File: src/rtl/apb_pkg.sv
// rtl/apb_pkg.sv - shared types and constants for the APB requester
package apb_pkg;

   typedef enum logic [1:0] {
      IDLE   = 2'd0,
      SETUP  = 2'd1,
      ACCESS = 2'd2
   } apb_state_t;

   localparam int APB_ADDR_W = 8;
   localparam int APB_DATA_W = 8;

   localparam logic [APB_ADDR_W-1:0] TCR_ADDR = 8'h00;
   localparam logic [APB_ADDR_W-1:0] TSR_ADDR = 8'h01;
   localparam logic [APB_ADDR_W-1:0] TDR_ADDR = 8'h02;

endpackage

File: src/rtl/apb_master.sv
// rtl/apb_master.sv - single-beat command to APB3 transfer requester with wait-state timeout
module apb_master
   import apb_pkg::*;
#(
   parameter int ADDR_W  = APB_ADDR_W,
   parameter int DATA_W  = APB_DATA_W,
   parameter int TIMEOUT = 16
) (
   input  logic              pclk,
   input  logic              preset_n,
   input  logic              cmd_valid,
   output logic              cmd_ready,
   input  logic              cmd_write,
   input  logic [ADDR_W-1:0] cmd_addr,
   input  logic [DATA_W-1:0] cmd_wdata,
   output logic              rsp_valid,
   output logic [DATA_W-1:0] rsp_rdata,
   output logic              rsp_err,
   output logic              rsp_timeout,
   output logic              psel,
   output logic              penable,
   output logic              pwrite,
   output logic [ADDR_W-1:0] paddr,
   output logic [DATA_W-1:0] pwdata,
   input  logic [DATA_W-1:0] prdata,
   input  logic              pready,
   input  logic              pslverr
);

   // A zero TIMEOUT still needs a legal one-bit counter; it simply saturates unused.
   localparam int CNT_W = (TIMEOUT > 0) ? $clog2(TIMEOUT + 1) : 1;
   localparam bit TO_EN = (TIMEOUT != 0);
   localparam logic [CNT_W-1:0] CNT_LAST = CNT_W'((TIMEOUT > 0) ? TIMEOUT - 1 : 0);
   localparam logic [CNT_W-1:0] CNT_MAX  = '1;

   apb_state_t       state;
   logic [CNT_W-1:0] wait_cnt;

   assign cmd_ready = (state == IDLE);

   always_ff @(posedge pclk or negedge preset_n) begin
      if (!preset_n) begin
         state       <= IDLE;
         psel        <= 1'b0;
         penable     <= 1'b0;
         pwrite      <= 1'b0;
         paddr       <= '0;
         pwdata      <= '0;
         rsp_valid   <= 1'b0;
         rsp_rdata   <= '0;
         rsp_err     <= 1'b0;
         rsp_timeout <= 1'b0;
         wait_cnt    <= '0;
      end else begin
         rsp_valid <= 1'b0;
         case (state)
            IDLE: begin
               if (cmd_valid) begin
                  paddr    <= cmd_addr;
                  pwrite   <= cmd_write;
                  pwdata   <= cmd_write ? cmd_wdata : '0;
                  psel     <= 1'b1;
                  wait_cnt <= '0;
                  state    <= SETUP;
               end
            end
            SETUP: begin
               penable <= 1'b1;
               state   <= ACCESS;
            end
            ACCESS: begin
               // pready has priority over the abort on the last permitted wait cycle.
               if (pready) begin
                  rsp_rdata   <= (!pwrite && !pslverr) ? prdata : '0;
                  rsp_err     <= pslverr;
                  rsp_timeout <= 1'b0;
                  rsp_valid   <= 1'b1;
                  psel        <= 1'b0;
                  penable     <= 1'b0;
                  state       <= IDLE;
               end else if (TO_EN && (wait_cnt == CNT_LAST)) begin
                  rsp_rdata   <= '0;
                  rsp_err     <= 1'b1;
                  rsp_timeout <= 1'b1;
                  rsp_valid   <= 1'b1;
                  psel        <= 1'b0;
                  penable     <= 1'b0;
                  state       <= IDLE;
               end else if (wait_cnt != CNT_MAX) begin
                  wait_cnt <= wait_cnt + CNT_W'(1);
               end
            end
            default: begin
               psel    <= 1'b0;
               penable <= 1'b0;
               state   <= IDLE;
            end
         endcase
      end
   end

endmodule

File: config.mk
export PLATFORM = sky130hd
export DESIGN_NAME = apb_master
export DESIGN_NICKNAME = d
export VERILOG_FILES = /design/src/rtl/apb_pkg.sv /design/src/rtl/apb_master.sv
export SDC_FILE = /design/constraint.sdc
export NUM_CORES = 1
export LEC_CHECK = 0
export CAP_MARGIN = 10
export CORE_ASPECT_RATIO = 0.9
export CORE_MARGIN = 2
export CORE_UTILIZATION = 46
export CTS_CLUSTER_DIAMETER = 200
export DETAILED_ROUTE_END_ITERATION = 10
export MAX_ROUTING_LAYER = met4
export PLACE_DENSITY = 0.87
export SKIP_LAST_GASP = 1
export SYNTH_ARGS = -nofsm -noshare
export SYNTH_HDL_FRONTEND = slang
export SYNTH_SLANG_ARGS = --single-unit
File: constraint.sdc
create_clock -name pclk -period 4.4 [get_ports pclk]
set_clock_uncertainty 0.15 [all_clocks]
set_input_delay 0.88 -clock pclk [delete_from_list [all_inputs] [get_ports pclk]]
set_output_delay 0.88 -clock pclk [all_outputs]
set_load 0.005 [all_outputs]
# Word level (Yosys, flattened, before mapping)
# Index checks and enable logic that the tools add are counted.
dict set report totals {
  latch_bits 0
  reg_bits 37
  wordCells 59
  memories 0
  romBits 0
  mem_bits_rw 0
  out_inout_bits 31
  in_bits 30
}
dict set report op_classes {
  n_lt_le_gt_ge 0
  eq_ne 9
  muxes 24
  mul 0
  reduce_logical 12
  add_sub_neg 1
  shifts 0
  bitwise_logic 2
  div_mod_pow 0
}
# cell count
set op_table {}
lappend op_table {{two-way mux 8 bit} 4}
lappend op_table {{two-way mux 5 bit} 4}
lappend op_table {{one-hot mux 5 bit (2 select lines)} 1}
lappend op_table {{two-way mux 1 bit} 9}
lappend op_table {{!= test 2 bit (second input constant)} 4}
lappend op_table {{AND reduction 2 bit} 4}
lappend op_table {{two-way mux 2 bit} 3}
lappend op_table {{one-hot mux 1 bit (3 select lines)} 2}
lappend op_table {{one-hot mux 2 bit (3 select lines)} 1}
lappend op_table {{adder 5 x 1 -> 5 bit (second input constant)} 1}
lappend op_table {{equality test 5 x 4 -> 1 bit (second input constant)} 1}
lappend op_table {{!= test 5 bit (second input constant)} 1}
lappend op_table {{AND reduction 5 bit} 1}
lappend op_table {{nonzero test 2 bit} 2}
lappend op_table {{!= test 3 bit (second input constant)} 1}
lappend op_table {{AND reduction 3 bit} 1}
lappend op_table {{equality test 2 x 1 -> 1 bit (second input constant)} 1}
lappend op_table {{equality test 2 bit (second input constant)} 1}
lappend op_table {{logical NOT 1 bit} 2}
lappend op_table {{logical NOT 2 bit} 1}
lappend op_table {{inverter 1 bit} 2}
lappend op_table {{logical AND 1 bit} 1}

# Depth between registers and ports, before layout
dict set report logic_depth {
  word_depth 5
  depth_mapped 7
  mapped_depth_nobuf 6
}

# Worst setup path after synthesis
# No wires, ideal clock.
dict set report synth_timing {
  path_kind {register to register}
  startpoint {reg wait_cnt[0]}
  endpoint {reg wait_cnt[3]}
  path_stages_with_launch 8
  n_path_buf 1
  slack_ns 2.209
  required_time_ns 4.181
  arrival_time_ns 1.972
  path_cell_list {dfrtp_1 -> ha_1 -> and3_1 -> ha_1 -> or3_1 -> clkbuf_2 -> or4_1 -> nand3_1}
}
dict set report synth_between {
  elab_chain_cells 5
}
# element line
set synth_rtl {}
lappend synth_rtl {{from (decl)} apb_master.sv:37} ;# logic [CNT_W-1:0] wait_cnt;
lappend synth_rtl {{from (signal assigned)} apb_master.sv:90} ;# wait_cnt <= wait_cnt + CNT_W'(1);
lappend synth_rtl {{adder 5 x 1 -> 5 bit} apb_master.sv:90}
lappend synth_rtl {{two-way mux 5 bit} apb_master.sv:89} ;# end else if (wait_cnt != CNT_MAX) begin
lappend synth_rtl {{two-way mux 5 bit} apb_master.sv:81} ;# end else if (TO_EN && (wait_cnt == CNT_LAST)) begin
lappend synth_rtl {{two-way mux 5 bit} apb_master.sv:73} ;# if (pready) begin
lappend synth_rtl {{one-hot mux 5 bit (2 select lines)} apb_master.sv:56} ;# case (state)
# Parallel ways exist; a longest one is shown, timed or not. The select of a mux whose other input is x is not followed.
# A chain may end at the register's enable or synchronous reset.

# Worst setup path after layout
dict set report layout_timing {
  startpoint {reg state[1]}
  endpoint {out cmd_ready}
}
dict set report layout_between {
  elab_chain_cells 1
}
# element line
set layout_rtl {}
lappend layout_rtl {{from (decl)} apb_master.sv:36} ;# apb_state_t state;
lappend layout_rtl {{from (signal assigned)} apb_master.sv:43} ;# state <= IDLE;
lappend layout_rtl {{from (signal assigned)} apb_master.sv:64} ;# state <= SETUP;
lappend layout_rtl {{from (signal assigned)} apb_master.sv:69} ;# state <= ACCESS;
lappend layout_rtl {{logical NOT 2 bit} apb_master.sv:39} ;# assign cmd_ready = (state == IDLE);
lappend layout_rtl {{to (decl)} apb_master.sv:12} ;# output logic cmd_ready,
# No other way between the ends.

==> run summary <==
The number of warnings printed during yosys synthesis is 0. The number of detailed-route iterations in the first pass came out at 4. The count of cell types in the netlist came out at 30.

The synthesized area per cell came out at 11.51 um2. The number of antenna repair diodes came out at 0. The initial antenna violation count came to 0. The number of endpoints with negative hold slack in the final report is 0. The via count of the routed design is 1210. The width of the die is 64.57 um. The number of setup buffers added after CTS is 0. Setup repair after global routing left no endpoint under its margin. In this run the cell area of the synthesized design comes to 1519 um2. Counting the fill cells in the layout gives 222. In this run the number of H-tree levels came out at 2.

Ranked by total cell area, the synthesized netlist is headed by dfrtp_1 (61%), mux2_2 (6.7%), nand2_1 (6.2%), a22o_1 (4.6%), o21ai_0 (3.0%). The net switching share of the total power came out at 29.19%. The die covers 3778 um2.

The number of max-slew violations in the final report is 0. Including well taps, the total number of placed cells is 228. The layout cell share with drive strength beyond 1 is 9.326%. The maximum net fanout on the critical path came out at 14. The setup TNS after final layout is 0 ns. The average detailed-routed wire length per instance came out at 14.03 um. The clock network burns 17.0% of the power. The maximum root-to-sink buffer count is 2. The portion of the clock cycle consumed by the worst path in the final layout came out at 56.75%. The critical path goes through nor2_1, clkdlybuf4s50_1. The number of nets in the synthesized netlist came out at 165. The total clock buffers created by CTS came out at 5. The initial core utilization came out at 48.77%. The number of standard cells in the layout, taps in and fillers out came out at 235. The number of hold buffers added after CTS came out at 0. For the worst setup path, the data required time is 3.37 ns. The share of the synthesized area in the top cell type is 60.96%.

The register-to-register setup slack is 2.07 ns. The critical path class is flop to output port. The number of placement rows is 19. STA classifies the critical path endpoint as an output port. The total clock sinks came out at 37.

The post-synthesis register bit count is 37. The share of the core filled with cells came out at 71.51%. The combinational group share of total power is 39.6%. The cell at the root of the clock tree is clkbuf_8. The share of the yosys chip area belonging to registers came out at 60.96%.

The routability congestion estimate came out at 0.7512. The run finished with clean final reports. The number of setup violations in the final report came out at 0. The number of global-route vias before repair was 1237. Once the clock tree was built, the resizer swapped 0 gates to a different size. The worst path arrival time came out at 1.47 ns. The chip height came out at 58.52 um.

The worst setup slack before clock tree synthesis came out at 1.641 ns. The power density over cell area came out at 607.0 nW/um2. The later pin in the worst-skew pair is clocked with a latency of 0.28 ns. The biggest area contributor in the post-synthesis netlist is dfrtp_1. The total power after layout came out at 1.352 mW.

The maximum cell stage delay along the critical path came out at 0.52 ns. The transition time at the pin with the least slew margin is 0.8362 ns. The minimum clock period is 2.497 ns. For this design, the slowest cell found on the critical path is dfrtp_1. The number of vias per cell came out at 5.149. The final antenna-violating net count is 0.

For this run, the post-layout net count is 226. For this run, the top clock speed supported by timing is 0.4005 GHz. 61 I/O pins were placed. The area growth from synthesis to layout came out at 46.62%. The clock tree from TritonCTS is built. The clock-pin slew reported for the worst setup and hold paths after clock tree synthesis came out at 0.07 ns.

The gate count after technology mapping came out at 132. The worst setup path is launched from a flop. The final design area excluding fillers is 2227 um2. The number of buffer cells added on primary ports is 60.

The core area is 3114 um2. The final critical-path setup slack came out at 1.903 ns. The HPWL after detailed placement is 2.455 mm. The relative slew slack came out at 44.25%. The internal power consumption came out at 0.9572 mW.

The largest net degree at the start of global routing came out at 38. The leakage power summed over all cells came out at 0.9756 nW. The peak supply drop came out at 0.3469 mV.

Across the run, the number of max-cap violations was 0. Summed over all layers, the routed wires come to 3.298 mm. The total global-route track usage came out at 19.89%. The worst hold path belongs to the class flop to flop. The final hold slack came out at 0.3351 ns. The number of buffers and inverters on the critical path is 1.

The initial DRC count is 41. The power share of the sequential group came out at 43.4%. The global-route congestion overflow total is 0. In the routed design, unresolved DRC markers number 0. Among cell families on the critical path, the largest total delay comes from flip-flops. The switching power came out at 0.3946 mW. The instance area after placement is 2141 um2. The wire length of the first global-routing pass is 5.478 mm.
## area by class of cell
type	instances	area [um2]	share of cell area (%)
inverters	6	22.52	1.011
repair buffers	60	595.6	26.74
multi-input cells	83	544.3	24.44
flip-flops and latches	37	925.9	41.57
clock buffers	7	86.33	3.876
well taps	42	52.55	2.360
## sequential cells by signal (all words and copies together) (netlist names)
signal	cells
psel	1
state	2
rsp_rdata	8
rsp_valid	1
wait_cnt	5
rsp_timeout	1
paddr	8
rsp_err	1
pwrite	1
pwdata	8
penable	1
## logic make-up (layout without fill, tap and decap cells)
kind of cell / Yosys count / in the layout / synth area share (%)
adders and majority gates: 3 / 3 / 2.471
AOI/OAI and AO/OA: 29 / 29 / 13.43
muxes: 9 / 9 / 6.672
buffers and inverters: 12 / 73 / 3.212
and+or+nand+nor: 42 / 42 / 13.26
DFF: 37 / 37 / 60.96
## final timing paths
path	start	end	cells after the start
setup / recovery	state[1]	cmd_ready	2
hold / removal	pwdata[4]	pwdata[4]	2
setup reg to reg	wait_cnt[0]	wait_cnt[0]	6
hold reg to reg	pwdata[4]	pwdata[4]	2
max in group asynchronous	preset_n	wait_cnt[0]	1
min in group asynchronous	preset_n	rsp_rdata[3]	1
## worst reg2reg max path, stage by stage, from the launching register on
cell      delay, ns
dfrtp_1        0.42
ha_1           0.22
and3_1         0.20
ha_1           0.24
or3_1          0.42
nand2b_1       0.22
o311ai_0       0.33
## synthesized netlist by cell type, drive strengths merged
master	n
nor4	1
a22o	8
clkbuf	3
a21oi	2
inv	6
o21ai	10
and3	1
dfrtp	37
or4b	1
buf	3
o311ai	3
o31ai	1
nand3	6
ha	3
or3b	1
o21a	1
o32a	1
nor2b	1
or3	1
mux2	9
nand2b	2
o211ai	2
or4	1
nand2	25
nor2	2
o21bai	1
## power groups by stage
stage               combinational [mW]  sequential, mW  clock [mW]
finish                           0.535           0.587       0.230
global placement                 0.526           0.579           0
floorplan                        0.204           0.578           0
CTS                              0.544           0.588       0.237
global route                     0.583           0.607       0.254
detailed placement               0.538           0.593           0
## per-layer routing
layer	vias up	GRT usage [%]	wire length, um
met5	-	-	0
met4	0	6.383	46
met3	6	7.648	278
met2	57	32.29	1545
met1	565	23.09	1427
li1	582	-	-
## cells in the final DEF (no fill, tap or decap), types with 2 or more instances in the layout
| master | count |
|---|---|
| a22o_1 | 8 |
| clkbuf_8 | 6 |
| nand3_1 | 6 |
| a21oi_1 | 2 |
| ha_1 | 3 |
| nor2_1 | 2 |
| o211ai_1 | 2 |
| o21ai_0 | 9 |
| clkdlybuf4s50_1 | 59 |
| inv_1 | 6 |
| nand2b_1 | 2 |
| nand2_1 | 25 |
| mux2_2 | 9 |
| dfrtp_1 | 37 |
| o311ai_0 | 2 |
Power figures use the tool's default switching activity.
